File: src/rtl/idct_row_mac.sv
// Single-MAC 8-point 1-D inverse DCT: loads 8 coefficients, then time-multiplexes one multiplier over 64 products.
// Define IDCT_SATURATE_EN to clamp outputs to the OUT_W range; otherwise the result wraps.
module idct_row_mac #(
  parameter int COEF_W  = 12,
  parameter int CONST_W = 13,
  parameter int ACC_W   = 28,
  parameter int OUT_W   = 16
) (
  input  logic                     clk,
  input  logic                     rst,
  input  logic signed [COEF_W-1:0] din,
  input  logic                     din_valid,
  output logic                     din_ready,
  output logic signed [OUT_W-1:0]  dout,
  output logic [2:0]               dout_idx,
  output logic                     dout_last,
  output logic                     dout_valid,
  input  logic                     dout_ready
);
  localparam int PW = COEF_W + CONST_W;
  localparam logic signed [ACC_W-1:0] RND = ACC_W'(1024);

  typedef enum logic [1:0] {LOAD, CALC, OUT} state_t;
  state_t state, state_nx;

  logic [2:0]               u_cnt, x_cnt;
  logic                     fin;
  logic signed [COEF_W-1:0] coef [8];
  logic signed [PW-1:0]     prod;
  logic signed [ACC_W-1:0]  prod_ext, acc, shifted;
  logic signed [OUT_W-1:0]  res, dout_q;
  logic                     in_hs;

  // C(u,x) folds the phase (2x+1)u mod 32 onto a quarter-wave table of cos(m*pi/16), scaled by 1024.
  function automatic logic signed [CONST_W-1:0] c_rom(input logic [2:0] u, input logic [2:0] x);
    logic [7:0] p;
    logic [5:0] m, f, idx;
    logic signed [CONST_W-1:0] mag;
    p   = {4'd0, x, 1'b1} * {5'd0, u};
    m   = {1'b0, p[4:0]};
    f   = (m > 6'd16) ? 6'd32 - m : m;
    idx = (f > 6'd8) ? 6'd16 - f : f;
    case (idx)
      6'd0:    mag = CONST_W'(1024);
      6'd1:    mag = CONST_W'(1004);
      6'd2:    mag = CONST_W'(946);
      6'd3:    mag = CONST_W'(851);
      6'd4:    mag = CONST_W'(724);
      6'd5:    mag = CONST_W'(569);
      6'd6:    mag = CONST_W'(392);
      6'd7:    mag = CONST_W'(200);
      default: mag = '0;
    endcase
    if (u == 3'd0) return CONST_W'(724);
    return (f > 6'd8) ? -mag : mag;
  endfunction

  assign din_ready  = (state == LOAD);
  assign dout_valid = (state == OUT);
  assign dout       = dout_q;
  assign dout_idx   = x_cnt;
  assign dout_last  = (state == OUT) && (x_cnt == 3'd7);
  assign in_hs      = din_valid && din_ready;

  assign prod     = PW'(coef[u_cnt]) * PW'(c_rom(u_cnt, x_cnt));
  assign prod_ext = ACC_W'(prod);
  assign shifted  = (acc + RND) >>> 11;

`ifdef IDCT_SATURATE_EN
  logic [ACC_W-OUT_W:0] hi;
  assign hi = shifted[ACC_W-1:OUT_W-1];
  always_comb begin
    res = OUT_W'(shifted);
    if (!((&hi) || !(|hi)))
      res = hi[ACC_W-OUT_W] ? {1'b1, {(OUT_W-1){1'b0}}} : {1'b0, {(OUT_W-1){1'b1}}};
  end
`else
  assign res = OUT_W'(shifted);
`endif

  always_comb begin
    state_nx = state;
    case (state)
      LOAD:    if (in_hs && u_cnt == 3'd7) state_nx = CALC;
      CALC:    if (fin) state_nx = OUT;
      OUT:     if (dout_ready) state_nx = (x_cnt == 3'd7) ? LOAD : CALC;
      default: state_nx = LOAD;
    endcase
  end

  always_ff @(posedge clk or posedge rst)
    if (rst) state <= LOAD;
    else     state <= state_nx;

  // fin marks the extra cycle after u=7 that moves the rounded sum into the output register.
  always_ff @(posedge clk or posedge rst) begin
    if (rst) begin
      u_cnt  <= '0;
      x_cnt  <= '0;
      fin    <= 1'b0;
      acc    <= '0;
      dout_q <= '0;
    end else begin
      case (state)
        LOAD: if (in_hs) begin
          u_cnt <= u_cnt + 3'd1;
          if (u_cnt == 3'd7) x_cnt <= '0;
        end
        CALC: if (fin) begin
          dout_q <= res;
          fin    <= 1'b0;
        end else begin
          acc   <= (u_cnt == 3'd0) ? prod_ext : acc + prod_ext;
          u_cnt <= u_cnt + 3'd1;
          fin   <= (u_cnt == 3'd7);
        end
        OUT: if (dout_ready) x_cnt <= x_cnt + 3'd1;
        default: ;
      endcase
    end
  end

  // Buffer is only written on input handshakes, so it survives all 8 output passes.
  always_ff @(posedge clk)
    if (in_hs) coef[u_cnt] <= din;

endmodule

File: config.mk
export PLATFORM = sky130hd
export DESIGN_NAME = idct_row_mac
export DESIGN_NICKNAME = d
export VERILOG_FILES = /design/src/rtl/idct_row_mac.sv
export SDC_FILE = /design/constraint.sdc
export NUM_CORES = 1
export LEC_CHECK = 0
export CORE_MARGIN = 10
export CORE_UTILIZATION = 40
export CTS_BUF_LIST = sky130_fd_sc_hd__clkbuf_4 sky130_fd_sc_hd__clkbuf_8 sky130_fd_sc_hd__clkbuf_16
export CTS_CLUSTER_DIAMETER = 40
export DETAILED_ROUTE_END_ITERATION = 8
export PLACE_DENSITY_LB_ADDON = 0.25
export SLEW_MARGIN = 0
export SYNTH_ARGS = -nofsm -noshare
export SYNTH_HDL_FRONTEND = slang
export SYNTH_SLANG_ARGS = --single-unit
File: constraint.sdc
create_clock -name clk -period 39.6 [get_ports clk]
set_clock_uncertainty 0.05 [all_clocks]
set_input_delay 5.94 -clock clk [delete_from_list [all_inputs] [get_ports clk]]
set_output_delay 5.94 -clock clk [all_outputs]
set_load 0.05 [all_outputs]
=== Yosys cells after proc, flatten, opt, wreduce, memory -nomap -nowiden ===
Memory sizes are Yosys's and may differ from the RTL's.
Index checks and enable logic that the tools add are counted.
W data, S select, Z words.

* Output and inout port bits: 22
* Memories: 2
* Register bits after elaboration: 53
* Memory bits (read-only): 88
* Word-level logic and storage cells: 66
* Input bits: 16
* RAM bits: 96

{| class="wikitable"
|+ Memory list
! memory !! words !! width !! rd ports !! clocked after memory_dff !! wr ports !! RTL line !! RTL
|-
| coef || 8 || 12 || 1 || 0 || 1 || 28 || <nowiki>logic signed [COEF_W-1:0] coef [8];</nowiki>
|-
| (name not given) || 8 || 11 || 1 || 0 || 0 || 43 || <nowiki>case (idx)</nowiki>
|}

* Order comparisons: 2
* Muxes and demuxes: 23
* Add/sub/neg operators: 7
* Eq/ne operators: 10
* Multipliers: 2
* Bitwise operators: 1
* Reductions and logical operators: 13

{| class="wikitable"
|+ Operators by type and width
! cell !! count
|-
| $mux W13 || 4
|-
| $add A28 B25 Y28 || 1
|-
| $mux W28 || 1
|-
| $add A27 B12 Y27 const B || 1
|-
| $mul A12 B13 Y25 || 1
|-
| $mux W3 || 5
|-
| $neg A13 Y13 || 1
|-
| $mux W6 || 2
|-
| $pmux W3 S2 || 2
|-
| $ne A2 B1 Y1 const B || 4
|-
| $add A3 B1 Y3 const B || 2
|-
| $eq A3 B3 Y1 const B || 2
|-
| $gt A6 B4 Y1 const B || 1
|-
| $logic_not A3 Y1 || 2
|-
| $mux W2 || 3
|-
| $pmux W2 S3 || 1
|-
| $reduce_and A3 Y1 || 2
|-
| $sub A5 B6 Y6 const A || 1
|-
| $sub A6 B5 Y6 const A || 1
|-
| $gt A5 B5 Y1 const B || 1
|-
| $mul A4 B3 Y5 || 1
|-
| $mux W1 || 5
|-
| $ne A2 B2 Y1 const B || 2
|-
| $reduce_and A2 Y1 || 2
|-
| other kinds (7) || 10
|}

=== Depth between registers and ports, before layout ===
* Word-level depth: 13
* Mapped depth: 63
* Depth with buffers taken out: 56

=== Least setup slack after synthesis ===
OpenSTA, ideal clock, no wires.

* Kind: flip-flop to flip-flop
* Start: reg u_cnt[0]
* End: reg acc[25]
* Period minus slack after synthesis: 12.690 ns
* Buffers on the path: 7
* Slack: 26.910 ns
* Arrival: 12.530 ns
* Setup time: 0.110 ns
* Stages on the path, launching flop included: 60
* Data required time: 39.440 ns
* Cells stage by stage: dfrtp_1 -> buf_1 -> buf_1 -> clkbuf_1 -> nand2_1 -> fa_1 -> inv_1 -> ha_1 -> fa_1 -> xnor2_2 -> xor3_1 -> buf_4 -> a21o_1 -> nand2_1 -> inv_1 -> ha_1 -> clkbuf_1 -> a22oi_1 -> [24 not listed] -> fa_1 -> inv_1 -> fa_1 -> a21o_1 -> a21o_1 -> a21oi_1 -> o21ai_0 -> a21oi_1 -> xnor2_1 -> ha_1 -> a21o_1 -> a21o_1 -> a21o_1 -> a221oi_1 -> o21ai_0 -> a31o_2 -> and3_1 -> o41ai_1

* Longest elaborated chain between the ends: 13
* Elaborated cells on any way between the ends: 19
* Those cells by class: add/sub (4); mul (2); order compare (2); mux (7); reduce/logical (2); memory (2)

{| class="wikitable"
|+ RTL lines
! what !! RTL line !! RTL
|-
| start, declared || 26 || <nowiki>logic [2:0] u_cnt, x_cnt;</nowiki>
|-
| start signal, assigned || 106 || <nowiki>u_cnt <= u_cnt + 3'd1;</nowiki>
|-
| start signal, assigned || 114 || <nowiki>u_cnt <= u_cnt + 3'd1;</nowiki>
|-
| $mul A4 B3 Y5 || 39 || <nowiki>p = {4'd0, x, 1'b1} * {5'd0, u};</nowiki>
|-
| $sub A6 B5 Y6 / $gt A5 B5 Y1 (equally long branches) || 41 || <nowiki>f = (m > 6'd16) ? 6'd32 - m : m;</nowiki>
|-
| $mux W6 || 41 ||
|-
| $sub A5 B6 Y6 / $gt A6 B4 Y1 (equally long branches) || 42, 55 ||
|-
| $mux W6 || 42 || <nowiki>idx = (f > 6'd8) ? 6'd16 - f : f;</nowiki>
|-
| $mem_v2 Z8 W11 / $logic_not A3 Y1 (equally long branches) || n/a ||
|-
| $mux W13 || 43 ||
|-
| $neg A13 Y13 || 55 || <nowiki>return (f > 6'd8) ? -mag : mag;</nowiki>
|-
| $mux W13 (2 in series) || 55 ||
|-
| $mul A12 B13 Y25 || 65 || <nowiki>assign prod = PW'(coef[u_cnt]) * PW'(c_rom(u_cnt, x_cnt));</nowiki>
|-
| $add A28 B25 Y28 || 113 || <nowiki>acc <= (u_cnt == 3'd0) ? prod_ext : acc + prod_ext;</nowiki>
|-
| $mux W28 * || 113 ||
|-
| end signal, assigned || 113 ||
|-
| end, declared || 30 || <nowiki>logic signed [ACC_W-1:0] prod_ext, acc, shifted;</nowiki>
|}

Every way passes the cells marked *; elsewhere a longest branch is shown, timed or not.
A chain may end at the register's enable or synchronous reset.

=== Worst setup path in the final report ===
* Start: reg u_cnt[2]
* End: reg acc[25]

The elaborated chain is that of the path after synthesis.

==> flow_summary_export.csv <==
group,metric,value,unit
outcome,outcome,"completed",
timing,hold_viol,0,
logic_synthesis,synth_edf_count,96,
logic_synthesis,ys_ff_latch,148,
floorplanning,row_count,69,
logic_synthesis,syn_nets,1736,
timing,period_needed,14140,ps
global_routing,grt_overflow,0,
drt,vias_per_cell,5.32,
worst_setup_path,crit_path_end_kind,"flip-flop",
layout,final_cell_mix,"inv_1 (216), fa_1 (152), nand2_1 (145)",
worst_setup_path,rrSetupSlack,25460,ps
layout,post-route-util,44.8,%
drt,dr.pass1.iters,6,
worst_setup_path,start_kind,"flip-flop",
cts,clk-insertion-delay-late,450,ps
placement,dp_hpwl,25.8,mm
global_routing,antenna_found_initial,0,
worst_setup_path,worst_ep_required_time,39890,ps
drt,ant_nets,0,
cts,cts_tree,"built",
global_routing,grt_max_degree,53,
placement,port_buffers,37,
timing,maxSlewHeadroom,29.7,%
flow_run,maxCapViolCount,0,
timing,final.setup.tns,0,ps
min_path,holdPathStages,2,
layout,syn_to_final_growth,10.5,%
cts,numCtsBuffers,17,
logic_synthesis,synth_cells,1476,
floorplanning,dieWidth,210,um
logic_synthesis,async_flop_share,35.1,%
placement,place_congestion,0.851,
timing,worst_slew_pin_slew,1030,ps
cts,root_buffer,"clkbuf_16",
timing,fmax,70.7,MHz
layout,drive_gt1_share,7.85,%
global_routing,grt_pass1_vias,10933,
worst_setup_path,path_max_fanout,37,
min_path,min_from,"dout[14]$_DFFE_PP0P_",
floorplanning,dieArea,44200,um^2
worst_setup_path,cpMostUsedCell,"inv_1",
drt,routedWlPerCell,17.3,um
cts,ctsResizeCount,0,
logic_synthesis,yosysSeqAreaShare,28.9,%
cts,postCtsSetupBuffers,0,
floorplanning,die_h,210,um
timing,finalSetupViolCount,0,
worst_setup_path,slowest_stage,"o21ai_1",
floorplanning,initial_core_util,40.6,%
layout,diodes,0,
layout,final_common_cell,"inv_1",
cts,clockBufferDepth,2,
logic_synthesis,netlist_area,14500,um^2
cts,clk_pin_slew,70,ps
worst_setup_path,rr_worst_depth,52,
drt,postRouteWirelength,34.2,mm
drt,remaining_drc_errors,0,
logic_synthesis,synth_ff_type,"edfxtp_1",
cts,htree_levels,4,
min_path,min_to,"dout[14]$_DFFE_PP0P_",
layout,fin_nets,1763,
timing,finalCritPeriodShare,35.7,%
worst_setup_path,critPathMaxStageDelay,790,ps
worst_setup_path,arrival,14430,ps
logic_synthesis,syn_avg_cell_area,9.80,um^2
logic_synthesis,synth_warnings,0,
cts,cts_hold_buf,0,
floorplanning,boundaryPins,38,
worst_setup_path,worstSetupPathType,"flip-flop to flip-flop",
global_routing,grtUsageTotal,16.4,%
floorplanning,core,35700,um^2
timing,hold_ws,429,ps
logic_synthesis,synthDistinctLibCells,95,
timing,drv_slew,0,
worst_setup_path,worstReg2RegStart,"u_cnt[2]$_DFFE_PP0P_",
drt,via_count,10527,
worst_setup_path,r2r-end,"acc[25]$_DFFE_PP0P_",
cts,clock_sinks,148,
min_path,hold_class,"flip-flop to flip-flop",
timing,rsz0062_at_grt,"no",
global_routing,grt_pass1_wl,58.1,mm
drt,first_iter_violations,638,
==> critical path: cells and delay by family, from the launching register on <==
family	cells	cell delay [ps]
adders and majority gates	13	4870
and+or+nand+nor	5	950
buffers and inverters	11	1460
AOI/OAI and AO/OA	20	5400
DFF	1	320
xor gates and xnor gates	3	940
==> cell usage after synthesis, types with 7 or more instances <==
library cell	n	area share (%)
mux2i_1	17	1.2
nor2_1	115	3.0
buf_1	8	0.21
xor2_1	23	1.4
xnor2_1	40	2.4
o221ai_1	7	0.42
and2_1	9	0.39
mux2_2	7	0.55
o21ai_0	65	2.2
nor3_1	17	0.59
a21o_1	21	1.1
nand3_1	32	1.1
o21a_1	9	0.47
nand2b_1	24	1.0
edfxtp_1	96	20
nand4_1	8	0.35
a31oi_1	16	0.69
dfrtp_1	52	9.0
nand2_1	145	3.8
inv_1	217	5.6
ha_1	92	8.0
and3_1	13	0.56
fa_1	152	21
mux4_2	12	1.9
a21oi_1	71	2.5
nor2_2	8	0.35
nor2b_1	11	0.48
a211oi_1	12	0.62
clkbuf_1	36	0.93
or3_1	8	0.35
o21ai_1	16	0.55
==> flip-flops by register name, summed over array words and instances (netlist names) <==
register,flops
state,2
fin,1
dout_idx,3
dout,16
acc,27
coef,96
u_cnt,3
==> metrics by stage <==
step | instances | instance area [um^2] | setup WS, ps
2_1_floorplan | 1476 | 14500 | 26910
3_3_place_gp | 1945 | 15400 | 25710
3_5_place_dp | 1945 | 15400 | 25550
4_1_cts | 1977 | 16000 | 25430
5_1_grt | 1977 | 16000 | 24440
6_report | 1977 | 16000 | 25460
==> cell type report <==
| cell class | count | area [um^2] |
|---|---|---|
| flip-flops and latches | 148 | 4180 |
| repair buffers | 63 | 566 |
| clock inverters | 15 | 186 |
| clock buffers | 17 | 425 |
| multi-input cells | 1053 | 9210 |
| inverters | 220 | 828 |
| well taps | 461 | 577 |
| fillers | 3419 | 19700 |
==> cell families after synthesis <==
logic type | synth area share [%]
and+or+nand+nor | 13.0
AOI/OAI and AO/OA | 13.7
buffers and inverters | 7.47
adders and majority gates | 29.0
DFF | 28.9
xor gates and xnor gates | 4.26
muxes | 3.59
==> worst max path at each step <==
stage	startpoint	end	slack, ps	depth (start not counted)
6_report	u_cnt[2]$_DFFE_PP0P_	acc[25]$_DFFE_PP0P_	25460	52
5_1_grt	u_cnt[2]$_DFFE_PP0P_	acc[26]$_DFFE_PP0P_	24440	53
4_1_cts	u_cnt[2]$_DFFE_PP0P_	acc[25]$_DFFE_PP0P_	25430	52
3_5_place_dp	u_cnt[2]$_DFFE_PP0P_	acc[25]$_DFFE_PP0P_	25550	52
3_3_place_gp	u_cnt[2]$_DFFE_PP0P_	acc[25]$_DFFE_PP0P_	25710	52
2_1_floorplan	u_cnt[0]$_DFFE_PP0P_	acc[25]$_DFFE_PP0P_	26910	59
==> metal layers <==
layer / GRT usage [%] / routed length [um]
met1: 21.2 / 15600
met2: 27.7 / 16600
met3: 2.39 / 1430
met4: 4.92 / 597
met5: 0 / 0
Power is left out: the tool's default activity adds up to more than one toggle a clock period on the data nets, which glitch-free logic cannot reach.
==> RTL change 1: new RTL, same settings <==
The option `IDCT_SATURATE_EN` is turned on by a define.
--- a/src/rtl/idct_row_mac.sv
+++ b/src/rtl/idct_row_mac.sv
@@ -2,2 +2,4 @@
 // Define IDCT_SATURATE_EN to clamp outputs to the OUT_W range; otherwise the result wraps.
+`define IDCT_SATURATE_EN
+
 module idct_row_mac #(
Behaviour: same outputs for any inputs over 10 cycles, from zero or initial values and one cycle with rst high; that may be too few to reach the edited logic, so the function may still have changed.
==> RTL change 1 against the unedited design <==
Synthesized area up 1.3%; setup slack worse by 0.14 ns; final area up 0.87%; utilization down 0.47 points; routed wire length down 3.0%; critical path depth down 1; sequential cell count up 1; first-iteration DRC count up 7.8%; highest routed layer unchanged.
Power is not shown: default switching activity piles up to over one toggle a cycle in this logic, so the estimate is an artifact.
==> RTL change 1: results (changes against the unedited design) <==
- Avg WL per Cell: 16.48 µm (-4.7%)
- Post_cts resized: 0 (unchanged)
- Status: complete, no violations
- Total Neg Setup Slack: 0 ns (unchanged)
- Synth warnings: 0 (unchanged)
- Setup Buffers After CTS: 0 (unchanged)
- Final #Nets: 1794 (+1.8%)
- R2R setup slack: 25.32 ns (-0.14 ns)
- Synth unique cells: 93 (-2.1%)
- Port buffer count: 37 (unchanged)
- DRT Pass-1 Iters: 5 (-1)
- Tightest Pin Transition: 1.152 ns (+0.1177 ns)
- Mapped Nets: 1777 (+2.4%)
- Worst-path clk slew: 0.08 ns
- Largest net degree at the start of global routing: 56 (+5.7%)
- Final Hold Vio Count: 0 (unchanged)
- Largest Register: coef
- Worst setup path startpoint: u_cnt[2]$_DFFE_PP0P_
- Sequential share of the synthesized area: 0.2872 (-0.002096)
- # H-tree levels: 4 (unchanged)
- WP data arrival: 14.56 ns (+0.13 ns)
- Synth top area cells: fa_1 (21%), edfxtp_1 (20%), dfrtp_1 (9.0%)
- Hold WC Path Type: reg -> reg
- Max FFs per register: 96 (unchanged)
- CP max-delay cell: fa_1
- First-pass GRT wire length: 56.73 mm (-2.3%)
- Most instantiated cells after synthesis: inv_1 (224), fa_1 (152), nor2_1 (148)
- Via/cell ratio: 5.269 (-1.0%)
- # diodes: 0 (unchanged)
- Slowest Stage Delay on Critical Path: 0.76 ns (-0.03 ns)
- FF-to-FF path depth: 51 (-1.9%)
- Critical Path Sink: acc[27]$_DFFE_PP0P_
- Initial DRC Count: 688 (+7.8%)
- Initial antenna violation count: 0 (unchanged)
- Worst-skew pair later-pin latency: 0.45 ns (about the same)
- Num CTS Buffers: 17 (unchanged)
- Vias in the first global route: 10.98k (+0.38%)
- Detailed placer's ending HPWL: 25.24 mm (-2.1%)
- Ys async rst share: 0.3557 (+0.004353)
- Final estimated routing congestion in global placement: 0.8803 (+3.5%)
- Clock Path Buffers: 2 (unchanged)
- Total GRT Usage: 0.1576 (-0.005946)
- Fraction of layout cells with a size suffix above 1: 0.07837 (-0.0001282)
## RTL change 1: worst min path at each step
stage          cells past startpoint                 start              endpoint  slack [ns]
3_5_place_dp                       2    acc[0]$_DFFE_PP0P_    acc[0]$_DFFE_PP0P_        0.42
2_1_floorplan                      2    acc[0]$_DFFE_PP0P_    acc[0]$_DFFE_PP0P_        0.40
4_1_cts                            2    acc[0]$_DFFE_PP0P_    acc[0]$_DFFE_PP0P_        0.43
3_3_place_gp                       2    acc[0]$_DFFE_PP0P_    acc[0]$_DFFE_PP0P_        0.41
5_1_grt                            1  dout[13]$_DFFE_PP0P_  dout[13]$_DFFE_PP0P_        0.47
6_report                           2    acc[0]$_DFFE_PP0P_    acc[0]$_DFFE_PP0P_        0.43
## RTL change 1: stage by stage
step                      cell area, µm²  instances  hold slack, ns  setup slack (ns)
after floorplan                    14660       1514          0.3953             26.51
after global placement             15530       1980          0.4095             25.66
after detailed placement           15530       1980          0.4171             25.33
after CTS                          16120       2012          0.4344             25.26
after global routing               16120       2012          0.4747             24.23
final                              16120       2012          0.4327             25.32
## RTL change 1: kinds of logic (layout without fill, tap and decap cells)
kind of cell               Yosys count  in the layout  share of synthesized area
muxes                               34             34                    0.03133
AOI/OAI and AO/OA                  288            288                     0.1353
DFF                                149            149                     0.2872
and+or+nand+nor                    438            438                     0.1365
buffers and inverters              288            318                    0.07657
adders and majority gates          248            248                     0.2894
xor gates and xnor gates            69             69                    0.04371
## RTL change 1: critical path: cells and delay by family (launching register included)
family,cells,cell delay (ns)
and+or+nand+nor,12,2.66
buffers and inverters,6,0.90
adders and majority gates,12,5.08
AOI/OAI and AO/OA,20,4.94
xor gates and xnor gates,1,0.17
DFF,1,0.33
## RTL change 1: layout make-up
| cell class | instances | area, µm² |
|---|---|---|
| Clock buffer | 17 | 425.4 |
| Sequential cell | 149 | 4209 |
| Fill cell | 3460 | 20230 |
| Timing Repair Buffer | 60 | 543.0 |
| Multi-Input combinational cell | 1077 | 9345 |
| Clock inverter | 15 | 160.2 |
| Inverter | 226 | 848.3 |
| Tap cell | 468 | 585.6 |
## RTL change 1: per-layer routing
metal	global-route usage	up-vias	share of wire
li1	-	5130	-
met1	0.2025	5234	0.46
met2	0.2694	197	0.49
met3	0.02573	41	0.035
met4	0.04265	0	0.018
met5	0	-	0
==> RTL change 2: new RTL, config.mk and constraints unchanged <==
Without the edit above. Make the reset (`rst`) synchronous in 2 clocked blocks.
--- a/src/rtl/idct_row_mac.sv
+++ b/src/rtl/idct_row_mac.sv
@@ -90,3 +90,3 @@
 
-  always_ff @(posedge clk or posedge rst)
+  always_ff @(posedge clk)
     if (rst) state <= LOAD;
@@ -95,3 +95,3 @@
   // fin marks the extra cycle after u=7 that moves the rounded sum into the output register.
-  always_ff @(posedge clk or posedge rst) begin
+  always_ff @(posedge clk) begin
     if (rst) begin
Formal check against the unedited RTL: differs if rst is asserted again (counterexample within 10 cycles, from zero or initial values and one cycle with rst high); with rst held inactive, the same outputs for 10 cycles.
==> RTL change 2 against the unedited design <==
Non-clock buffer count fell by 5; routed wire length down 1.8%; synthesized cell count grew 0.61%; final area shrank 0.24%; largest cell class unchanged; synthesized area up 0.21%; sequential share of layout area down 1.2 points; sequential cell count rose by 3; setup slack worse by 0.055 ns; hold slack worse by 0.026 ns.
Power is not shown: default switching activity piles up to over one toggle a cycle in this logic, so the estimate is an artifact.
==> RTL change 2: results (changes against the unedited design) <==
- Via/cell ratio: 5.351 (+0.48%)
- Synth unique cells: 83 (-13%)
- DRT met1 WL: 15.34 mm (-1.6%)
- Top cell family by delay on the critical path: adder cells
- Total GRT Usage: 0.1559 (-0.007683)
- Ys async rst share: 0 (-0.3514)
- Status: complete, no violations
- Met2 routed WL: 16.08 mm (-3.0%)
- Fraction of layout cells with a size suffix above 1: 0.07591 (-0.002588)
- CP max-delay cell: fa_1
- Inst Count DP: 1944 (-0.051%)
- Avg WL per Cell: 16.97 µm (-1.8%)
- Slowest Stage Delay on Critical Path: 0.85 ns (+0.06 ns)
- DRT Pass-1 Iters: 5 (-1)
- Largest fanout on the critical path: 16 (-57%)
- Sequential share of the synthesized area: 0.2749 (-0.01441)
- Worst reg2reg path startpoint: u_cnt[2]$_SDFFE_PP0P_
- Met3 Wirelength: 1.541 mm (+8.1%)
- Endpoint of the worst register-to-register path: acc[26]$_SDFFE_PP0P_
- Mapped Nets: 1745 (+0.52%)
- WP data arrival: 14.45 ns (+0.02 ns)
- Hold Crit Start: dout[12]$_SDFFE_PP0P_
- Hold Slack: 0.4030 ns (-0.02608 ns)
- Slew margin rel.: 0.2333 (-0.06323)
- DP Worst Slack: 25.63 ns (+0.08590 ns)
- Initial DRC Count: 664 (+4.1%)
- Detailed placer's ending HPWL: 25.33 mm (-1.8%)
- Global-route met2 utilization: 0.2640 (-0.01313)
## RTL change 2: cell types whose count changed after synthesis, sizes merged, moves of 7 or more
cell | before | now
nor3 | 19 | 31
nand2 | 146 | 137
dfrtp | 52 | 0
nor2b | 11 | 19
clkbuf | 36 | 47
dfxtp | 0 | 55
mux4 | 12 | 24
a311oi | 2 | 9
nor2 | 123 | 104
and2 | 9 | 19
## RTL change 2: layout make-up
class / count / area (µm²)
Fill cell: 3348 / 19720
Multi-Input combinational cell: 1059 / 9472
Sequential cell: 151 / 3984
Inverter: 215 / 807.0
Tap cell: 461 / 576.8
Timing Repair Buffer: 58 / 528.0
Clock buffer: 18 / 432.9
Clock inverter: 14 / 136.4
Antenna cell: 1 / 2.502
## RTL change 2: cell families after synthesis
logic type               after synthesis  synth area share
adder cells (fa/ha/maj)              244            0.2894
buffers and inverters                275           0.07355
XOR/XNOR                              68           0.04463
AO/OA/AOI/OAI                        287            0.1289
AND/OR/NAND/NOR                      410            0.1322
multiplexers                          50           0.05654
flip-flops                           151            0.2749
## RTL change 2: worst max path at each step
stage / from / endpoint / slack, ns
finish: u_cnt[2]$_SDFFE_PP0P_ / acc[26]$_SDFFE_PP0P_ / 25.41
global route: u_cnt[0]$_SDFFE_PP0P_ / acc[26]$_SDFFE_PP0P_ / 24.37
CTS: u_cnt[2]$_SDFFE_PP0P_ / acc[26]$_SDFFE_PP0P_ / 25.54
detailed placement: u_cnt[2]$_SDFFE_PP0P_ / acc[26]$_SDFFE_PP0P_ / 25.63
global placement: u_cnt[0]$_SDFFE_PP0P_ / acc[25]$_SDFFE_PP0P_ / 26.09
floorplan: dout_idx[0]$_SDFFE_PP0P_ / acc[25]$_SDFFE_PP0P_ / 26.97
